$ cat src/rtl/shru_store_unit_pkg.sv
// Shared types for the shadow-register save path: FSM states, frame layout and
// small width helpers used by the store unit and its offset comparator.
package shru_store_unit_pkg;

    localparam int unsigned SHRU_XLEN       = 64;
    localparam int unsigned SHRU_NR_WORDS   = 4;
    localparam int unsigned SHRU_MEPC_IDX   = 0;
    localparam int unsigned SHRU_MCAUSE_IDX = 1;

    typedef enum logic [1:0] {
        IDLE  = 2'd0,
        STORE = 2'd1,
        DONE  = 2'd2,
        ERR   = 2'd3
    } shru_state_e;

    // Frame as handed over by issue_read_operands, word k at words[k*XLEN +: XLEN].
    typedef struct packed {
        logic [SHRU_XLEN-1:0]               base;
        logic [SHRU_NR_WORDS*SHRU_XLEN-1:0] words;
    } shru_frame_t;

    // log2 of the word size in bytes.
    function automatic int unsigned shru_word_shift(input int unsigned xlen);
        return (xlen == 64) ? 3 : 2;
    endfunction

    function automatic logic [1:0] shru_size(input int unsigned xlen);
        return (xlen == 64) ? 2'b11 : 2'b10;
    endfunction

endpackage

$ cat src/rtl/shru_store_unit_offset_cmp.sv
// Page-offset alias comparator: flags a load offset that hits any still-pending
// word of a frame, ignoring the byte-within-word bits.
module shru_offset_cmp
    import shru_store_unit_pkg::*;
#(
    parameter int unsigned XLEN     = 64,
    parameter int unsigned NR_WORDS = 4
) (
    input  logic [11:0]         base_offset,
    input  logic [NR_WORDS-1:0] pending,
    input  logic [11:0]         page_offset,
    output logic                match
);

    localparam int unsigned W        = shru_word_shift(XLEN);
    localparam logic [11:0] CMP_MASK = 12'hFFF << W;

    // Offsets wrap inside the 12-bit page, so a frame crossing a page boundary
    // aliases low offsets of the next page as well.
    always_comb begin
        logic [11:0] word_off;
        match    = 1'b0;
        word_off = '0;
        for (int unsigned j = 0; j < NR_WORDS; j++) begin
            word_off = base_offset + 12'(j << W);
            if (pending[j] && (((word_off ^ page_offset) & CMP_MASK) == '0)) begin
                match = 1'b1;
            end
        end
    end

endmodule

$ cat src/rtl/shru_store_unit.sv
// Shadow-register frame store unit: accepts a context frame and writes it word
// by word through a dedicated dcache store port. Optional macro SHRU_ALIGN_CHECK_EN
// rejects misaligned frame bases with an err_o pulse instead of aligning them.
module shru_store_unit
    import shru_store_unit_pkg::*;
#(
    parameter int unsigned XLEN     = 64,
    parameter int unsigned NR_WORDS = 4
) (
    input  logic                     clk_i,
    input  logic                     rst_ni,
    input  logic                     save_valid_i,
    output logic                     save_ready_o,
    input  logic [XLEN-1:0]          save_addr_i,
    input  logic [NR_WORDS*XLEN-1:0] save_data_i,
    output logic                     store_valid_o,
    output logic                     err_o,
    input  logic [11:0]              page_offset_i,
    output logic                     page_offset_match_o,
    output logic                     req_o,
    input  logic                     gnt_i,
    output logic [XLEN-1:0]          addr_o,
    output logic [XLEN-1:0]          wdata_o,
    output logic [XLEN/8-1:0]        be_o,
    output logic [1:0]               size_o,
    output logic                     we_o
);

    localparam int unsigned     W          = shru_word_shift(XLEN);
    localparam int unsigned     IDX_W      = $clog2(NR_WORDS);
    localparam logic [XLEN-1:0] ALIGN_MASK = ~XLEN'((XLEN / 8) - 1);

    shru_state_e               state_q, state_d;
    logic [XLEN-1:0]           base_q, base_d;
    logic [NR_WORDS*XLEN-1:0]  words_q, words_d;
    logic [IDX_W-1:0]          idx_q, idx_d;
    logic                      last_word;
    logic [NR_WORDS-1:0]       pending;
    logic [11:0]               cmp_base;
    logic [XLEN-1:0]           cur_word;

`ifdef SHRU_ALIGN_CHECK_EN
    logic misaligned;
    assign misaligned = |(save_addr_i & ~ALIGN_MASK);
`endif

    assign save_ready_o = (state_q == IDLE);
    assign last_word    = (idx_q == IDX_W'(NR_WORDS - 1));

    always_comb begin
        state_d = state_q;
        base_d  = base_q;
        words_d = words_q;
        idx_d   = idx_q;
        case (state_q)
            IDLE: begin
                if (save_valid_i) begin
                    base_d  = save_addr_i & ALIGN_MASK;
                    words_d = save_data_i;
                    idx_d   = '0;
`ifdef SHRU_ALIGN_CHECK_EN
                    state_d = misaligned ? ERR : STORE;
`else
                    state_d = STORE;
`endif
                end
            end
            STORE: begin
                if (gnt_i) begin
                    if (last_word) begin
                        state_d = DONE;
                    end else begin
                        idx_d = idx_q + 1'b1;
                    end
                end
            end
            DONE:    state_d = IDLE;
            default: state_d = IDLE;
        endcase
    end

    always_ff @(posedge clk_i or negedge rst_ni) begin
        if (!rst_ni) begin
            state_q <= IDLE;
            base_q  <= '0;
            words_q <= '0;
            idx_q   <= '0;
        end else begin
            state_q <= state_d;
            base_q  <= base_d;
            words_q <= words_d;
            idx_q   <= idx_d;
        end
    end

    always_comb begin
        cur_word = '0;
        for (int unsigned k = 0; k < NR_WORDS; k++) begin
            if (idx_q == IDX_W'(k)) begin
                cur_word = words_q[k*XLEN +: XLEN];
            end
        end
    end

    assign req_o         = (state_q == STORE);
    assign we_o          = req_o;
    assign addr_o        = req_o ? (base_q + (XLEN'(idx_q) << W)) : '0;
    assign wdata_o       = req_o ? cur_word : '0;
    assign be_o          = '1;
    assign size_o        = shru_size(XLEN);
    assign store_valid_o = (state_q == DONE);
`ifdef SHRU_ALIGN_CHECK_EN
    assign err_o         = (state_q == ERR);
`else
    assign err_o         = 1'b0;
`endif

    // Words granted in this cycle still count; they leave the set next cycle.
    always_comb begin
        pending  = '0;
        cmp_base = save_addr_i[11:0];
        if (state_q == STORE) begin
            cmp_base = base_q[11:0];
            for (int unsigned j = 0; j < NR_WORDS; j++) begin
                pending[j] = (IDX_W'(j) >= idx_q);
            end
        end else if ((state_q == IDLE) && save_valid_i) begin
            pending = '1;
        end
    end

    shru_offset_cmp #(
        .XLEN     (XLEN),
        .NR_WORDS (NR_WORDS)
    ) i_offset_cmp (
        .base_offset (cmp_base),
        .pending     (pending),
        .page_offset (page_offset_i),
        .match       (page_offset_match_o)
    );

endmodule

$ cat config.mk
export PLATFORM = sky130hd
export DESIGN_NAME = shru_store_unit
export DESIGN_NICKNAME = d
export VERILOG_FILES = /design/src/rtl/shru_store_unit_pkg.sv /design/src/rtl/shru_store_unit_offset_cmp.sv /design/src/rtl/shru_store_unit.sv
export SDC_FILE = /design/constraint.sdc
export NUM_CORES = 1
export LEC_CHECK = 0
export BUFFER_PORTS_ARGS = -buffer_cell sky130_fd_sc_hd__buf_4
export CORE_ASPECT_RATIO = 0.6
export CORE_UTILIZATION = 53
export DETAILED_ROUTE_END_ITERATION = 6
export GPL_ROUTABILITY_DRIVEN = 0
export PLACE_DENSITY = 0.77
export SLEW_MARGIN = 40
export SYNTH_ARGS = -nofsm -noshare
export SYNTH_HDL_FRONTEND = slang
export SYNTH_SLANG_ARGS = --single-unit
$ cat constraint.sdc
create_clock -name clk_i -period 7.3 [get_ports clk_i]
set_clock_uncertainty 0.2 [all_clocks]
set_input_delay 1.46 -clock clk_i [delete_from_list [all_inputs] [get_ports clk_i]]
set_output_delay 1.46 -clock clk_i [all_outputs]
set_load 0.1 [all_outputs]
* Word level (Yosys, flattened, before mapping) *
Index checks and enable logic that the tools add are counted.

cells by class
  reduce and logical (&&, ||, !) cells = 15
  add/subtract/negate cells = 5
  multiply operators = 0
  eq/ne operators = 9
  $lt $le $gt $ge = 4
  bitwise operators = 4
  mux-type cells = 21
  div/mod/pow operators = 0
  shifts and indexed selects = 0

operators with widths
  kind                   number
  $mux 64                6
  $add 64x5->64          1
  $logic_not 12->1       4
  $xor 12x12->12         4
  $add 12x5->12 const B  2
  $add 12x4->12 const B  1
  $mux 12                1
  $mux 2                 6
  $mux 4                 2
  $pmux 2 s2             2
  $eq 2x2->1 const B     3
  $logic_and 1x1->1      5
  $eq 2x1->1 const B     2
  $ge 1x2->1 const A     2
  $ge 2x2->1 const A     2
  $logic_not 2->1        2
  $mux 1                 4
  $ne 2x1->1 const B     2
  $ne 2x2->1 const B     2
  $reduce_and 4->1       1
  $reduce_and 3->1       1
  $add 2x1->2 const B    1
  $reduce_and 2->1       1
  $reduce_bool 2->1      1

word-level totals
  latch bits = 0
  output and inout bits = 144
  input bits = 336
  bits in read-only memories = 0
  word-level logic and storage cells = 62
  register bits after elaboration = 321
  memories = 0
  RAM bits = 0

* Depth between registers and ports, before layout *
  depth after elaboration = 9
  mapped depth = 14
  mapped depth without buffers = 11

* Cells and area by module *
A second synthesis with hierarchy kept.

unflattened totals
  cell total of the unflattened synthesis = 2161
  area, all modules = 16672.2 um^2

modules (own cells, without submodules)
  module           times used  cells each  area each (um^2)  sequential area each (um^2)
  shru_store_unit  1           2059        15956.6           8032.7
  shru_offset_cmp  1           102         715.7             0.0

* Worst setup path before layout *
OpenSTA, ideal clock, no wires.

  path kind = register to output
  start point = register base_q[3]
  end point = output port addr_o[43]
  data required time = 5640 ps
  setup slack = 2053 ps
  arrival = 3587 ps
  buffers on the path = 0
  cell stages (with the launch flop) = 9
  cells stage by stage = dfrtp_1 ha_1 fa_1 nand3_1 nor3_2 nand3_2 or3_1 or3_1 a21oi_1

between the ends
  word-level cells in the longest chain between the ends = 2

ends and longest elaborated chain
  element                 RTL line                RTL
  from (decl)             shru_store_unit.sv:34   logic [XLEN-1:0] base_q, base_d;
  from (signal assigned)  shru_store_unit.sv:90   base_q <= base_d;
  $add 64x5->64           shru_store_unit.sv:107  assign addr_o = req_o ? (base_q + (XLEN'(idx_q) << W)) : '0;
  $mux 64                 shru_store_unit.sv:107
  to (decl)               shru_store_unit.sv:22   output logic [XLEN-1:0] addr_o,

No other way between the ends.

* Worst setup path after layout *
  start point = register idx_q[0]
  end point = output port addr_o[43]

between the ends
  word-level cells in the longest chain between the ends = 2

ends and longest elaborated chain
  element                 RTL line                RTL
  from (decl)             shru_store_unit.sv:36   logic [IDX_W-1:0] idx_q, idx_d;
  from (signal assigned)  shru_store_unit.sv:92   idx_q <= idx_d;
  $add 64x5->64           shru_store_unit.sv:107
  $mux 64                 shru_store_unit.sv:107

No other way between the ends.

==> metrics <==
#FFs+latches synth 321; Setup crit start kind flop; 1st-iter DRT viols 1,019; Setup TNS 0 ns; TritonCTS clock tree done; worst-margin pin slew between 0.8 and 0.9 ns; Worst R2R End words_q[78]; average size of a mapped cell 10.68 um^2; area delta synth->final 29.70%; final wirelength 48,320 um; CP Max Fanout 9; final slew viol count 0; fraction of layout cells with a size suffix above 1 43.15%; nets@finish 2,294; CORE AREA around 0.030 mm^2; Slew Limit Headroom 40.87%; worst path cell trace ha_1 > fa_1 > nand3_1 > nor3_2 > nand3_2 > or3_1 > or3_1 > a21oi_1 > buf_4; DRC 0; Async SR Flop Fraction 100.0%; Setup crit end kind output port; htree depth 1; CP Launch Point idx_q[0]; fmax approximately 0.18 GHz; status finished, final reports clean; Crit path top cell by count or3_1; die area 0.03178 mm^2; worst skew pair latency 0.56 ns; clock sinks 321; CTS Buffer Depth 3; simple-gate share of the synthesized area a little under an eighth; post-synthesis compound-gate area fraction under 10%; PostCTS Resize Cnt 0; Port Buffers ~460; CP peak stage delay 0.50 ns; Most used DFF post-synth dfrtp_1; first-pass GRT wire length 75,550 um; synthesized area ~0.016 mm^2; post-synth cell types 56; die width 229.5 um; Vias 13,690; Total GRT Usage 29.91%; reg2reg setup slack 4.04 ns; cell row count ~50; count leader, synth dfrtp_1; dominant cell type by area after synthesis dfrtp_1; antenna violations before repair 3; Synth Instances between 1,500 and 2,000; RSZ-0062 raised after global routing false; Die Ht 138.5 um; top cell type's share of synthesized area 48.82%; Seq/Total Area, Yosys 48.82%; grt ovf 0; final setup fails 0; post-CTS setup buffer count 0; XOR/XNOR Fraction of Synth Area about 3.1%; first drt pass iteration count 5; number of enable flip-flop cells after synthesis 0; largest net degree at the start of global routing 150; largest family of logic cells by synthesized area multiplexers; Root Driver clkbuf_16; FF-to-FF Start state_q[0]; post-route ant nets 0; total CTS buffers 31; vias in the first global route roughly 14,000; CP max stage cell dfrtp_1; mux share of post-synthesis cell area 22.42%; hold buffer count at cts 0; Max Cap Viol 0; DR WL/cell 20.30 um; hold crit path type flop to flop; critical path data arrival time 3.94 ns; adder-cell share of the synthesized area 0.8821%; CP endpoint addr_o[43]; initial core utilization 54.44%; Min Clock Period, post-route 5.601 ns; CP required 5.64 ns; Fin. Hold Viols 0; Vias/cell 5.751; Area contributors post-synth dfrtp_1, mux2_2, nor2_1, a21oi_1, a22oi_1; crit path kind flop to output port; top cells by count, synth dfrtp_1, mux2_2, nor2_1, a21oi_1, a22oi_1; R2R depth 7; num ports between 400 and 500; dpl hpwl 33,940 um; Ys Warns 0; Tcrit/Tclk final 76.73%; clock transition at the registers of the reported paths 0.06 ns
==> cell families (layout without fill, tap and decap cells) <==
| group | Yosys count | after routing |
|---|---|---|
| AND/OR/NAND/NOR | 427 | 427 |
| multiplexers | 327 | 327 |
| flip-flops | 321 | 321 |
| AO/OA/AOI/OAI | 265 | 265 |
| buffers and inverters | 129 | 547 |
| XOR/XNOR | 58 | 58 |
| adder cells (fa/ha/maj) | 11 | 11 |
| other | 2 | 16 |
==> layout make-up <==
class | count | area (um^2)
fill | 2250 | 8884
sequential | 321 | 8033
multi-input combinational | 1102 | 7935
timing repair buffer | 474 | 3711
clock buffer | 46 | 902.1
tap | 408 | 510.5
clock inverter | 10 | 181.4
inverter | 17 | 63.81
antenna | 2 | 5.005
==> worst min-delay path by stage <==
stage,start,to,slack (ns),cells past startpoint
2_1_floorplan,words_q[254],words_q[254],0.28,1
3_3_place_gp,words_q[7],words_q[7],0.29,1
3_5_place_dp,words_q[224],words_q[224],0.30,1
4_1_cts,words_q[206],words_q[206],0.31,1
5_1_grt,words_q[35],words_q[35],0.32,1
6_report,words_q[242],words_q[242],0.31,1
==> routing by layer <==
metal  global-route usage [%]  share of wire, %  up-vias
met5                        0             0.027        -
met4                    10.70               4.1        2
met3                    6.807               7.6      127
met2                    47.29                46      509
met1                    40.52                42     6824
li1                         -                 -     6225
==> registers in the layout, indices dropped and copies added, names as in the netlist <==
signal / cells
idx_q: 2
base_q: 61
state_q: 2
words_q: 256
==> cells in the final DEF, fill, tap and decap left out, drive strengths merged, types with 29 or more instances in the layout <==
cell type and instances:
a21oi 148, a22oi 63, buf 474, clkbuf 46, dfrtp 321, mux2 312, nand2 51, nor2 244
o21ai 32, xnor2 29, xor2 29
==> critical path, delay by kind of cell (launching register included) <==
kind,cells,cell delay [ns]
and+or+nand+nor,5,1.85
DFF,1,0.50
adders and majority gates,2,0.49
buffers and inverters,1,0.34
AOI/OAI and AO/OA,1,0.19
==> through the flow <==
stage / hold slack (ns) / cells / cell area, um^2 / worst slack [ns] / utilization [%]
final: 0.3074 / 2380 / 21340 / 1.699 / 70.61
after global routing: 0.3178 / 2380 / 21340 / 1.416 / 70.61
after CTS: 0.3102 / 2375 / 21250 / 1.508 / 70.31
after detailed placement: 0.2957 / 2319 / 20170 / 2.072 / 66.73
after global placement: 0.2890 / 2316 / 20080 / 2.146 / 66.44
after floorplan: 0.2800 / 1552 / 16500 / 2.053 / -
Power is left out: the tool's default activity adds up to more than one toggle a clock period on the data nets, which glitch-free logic cannot reach.
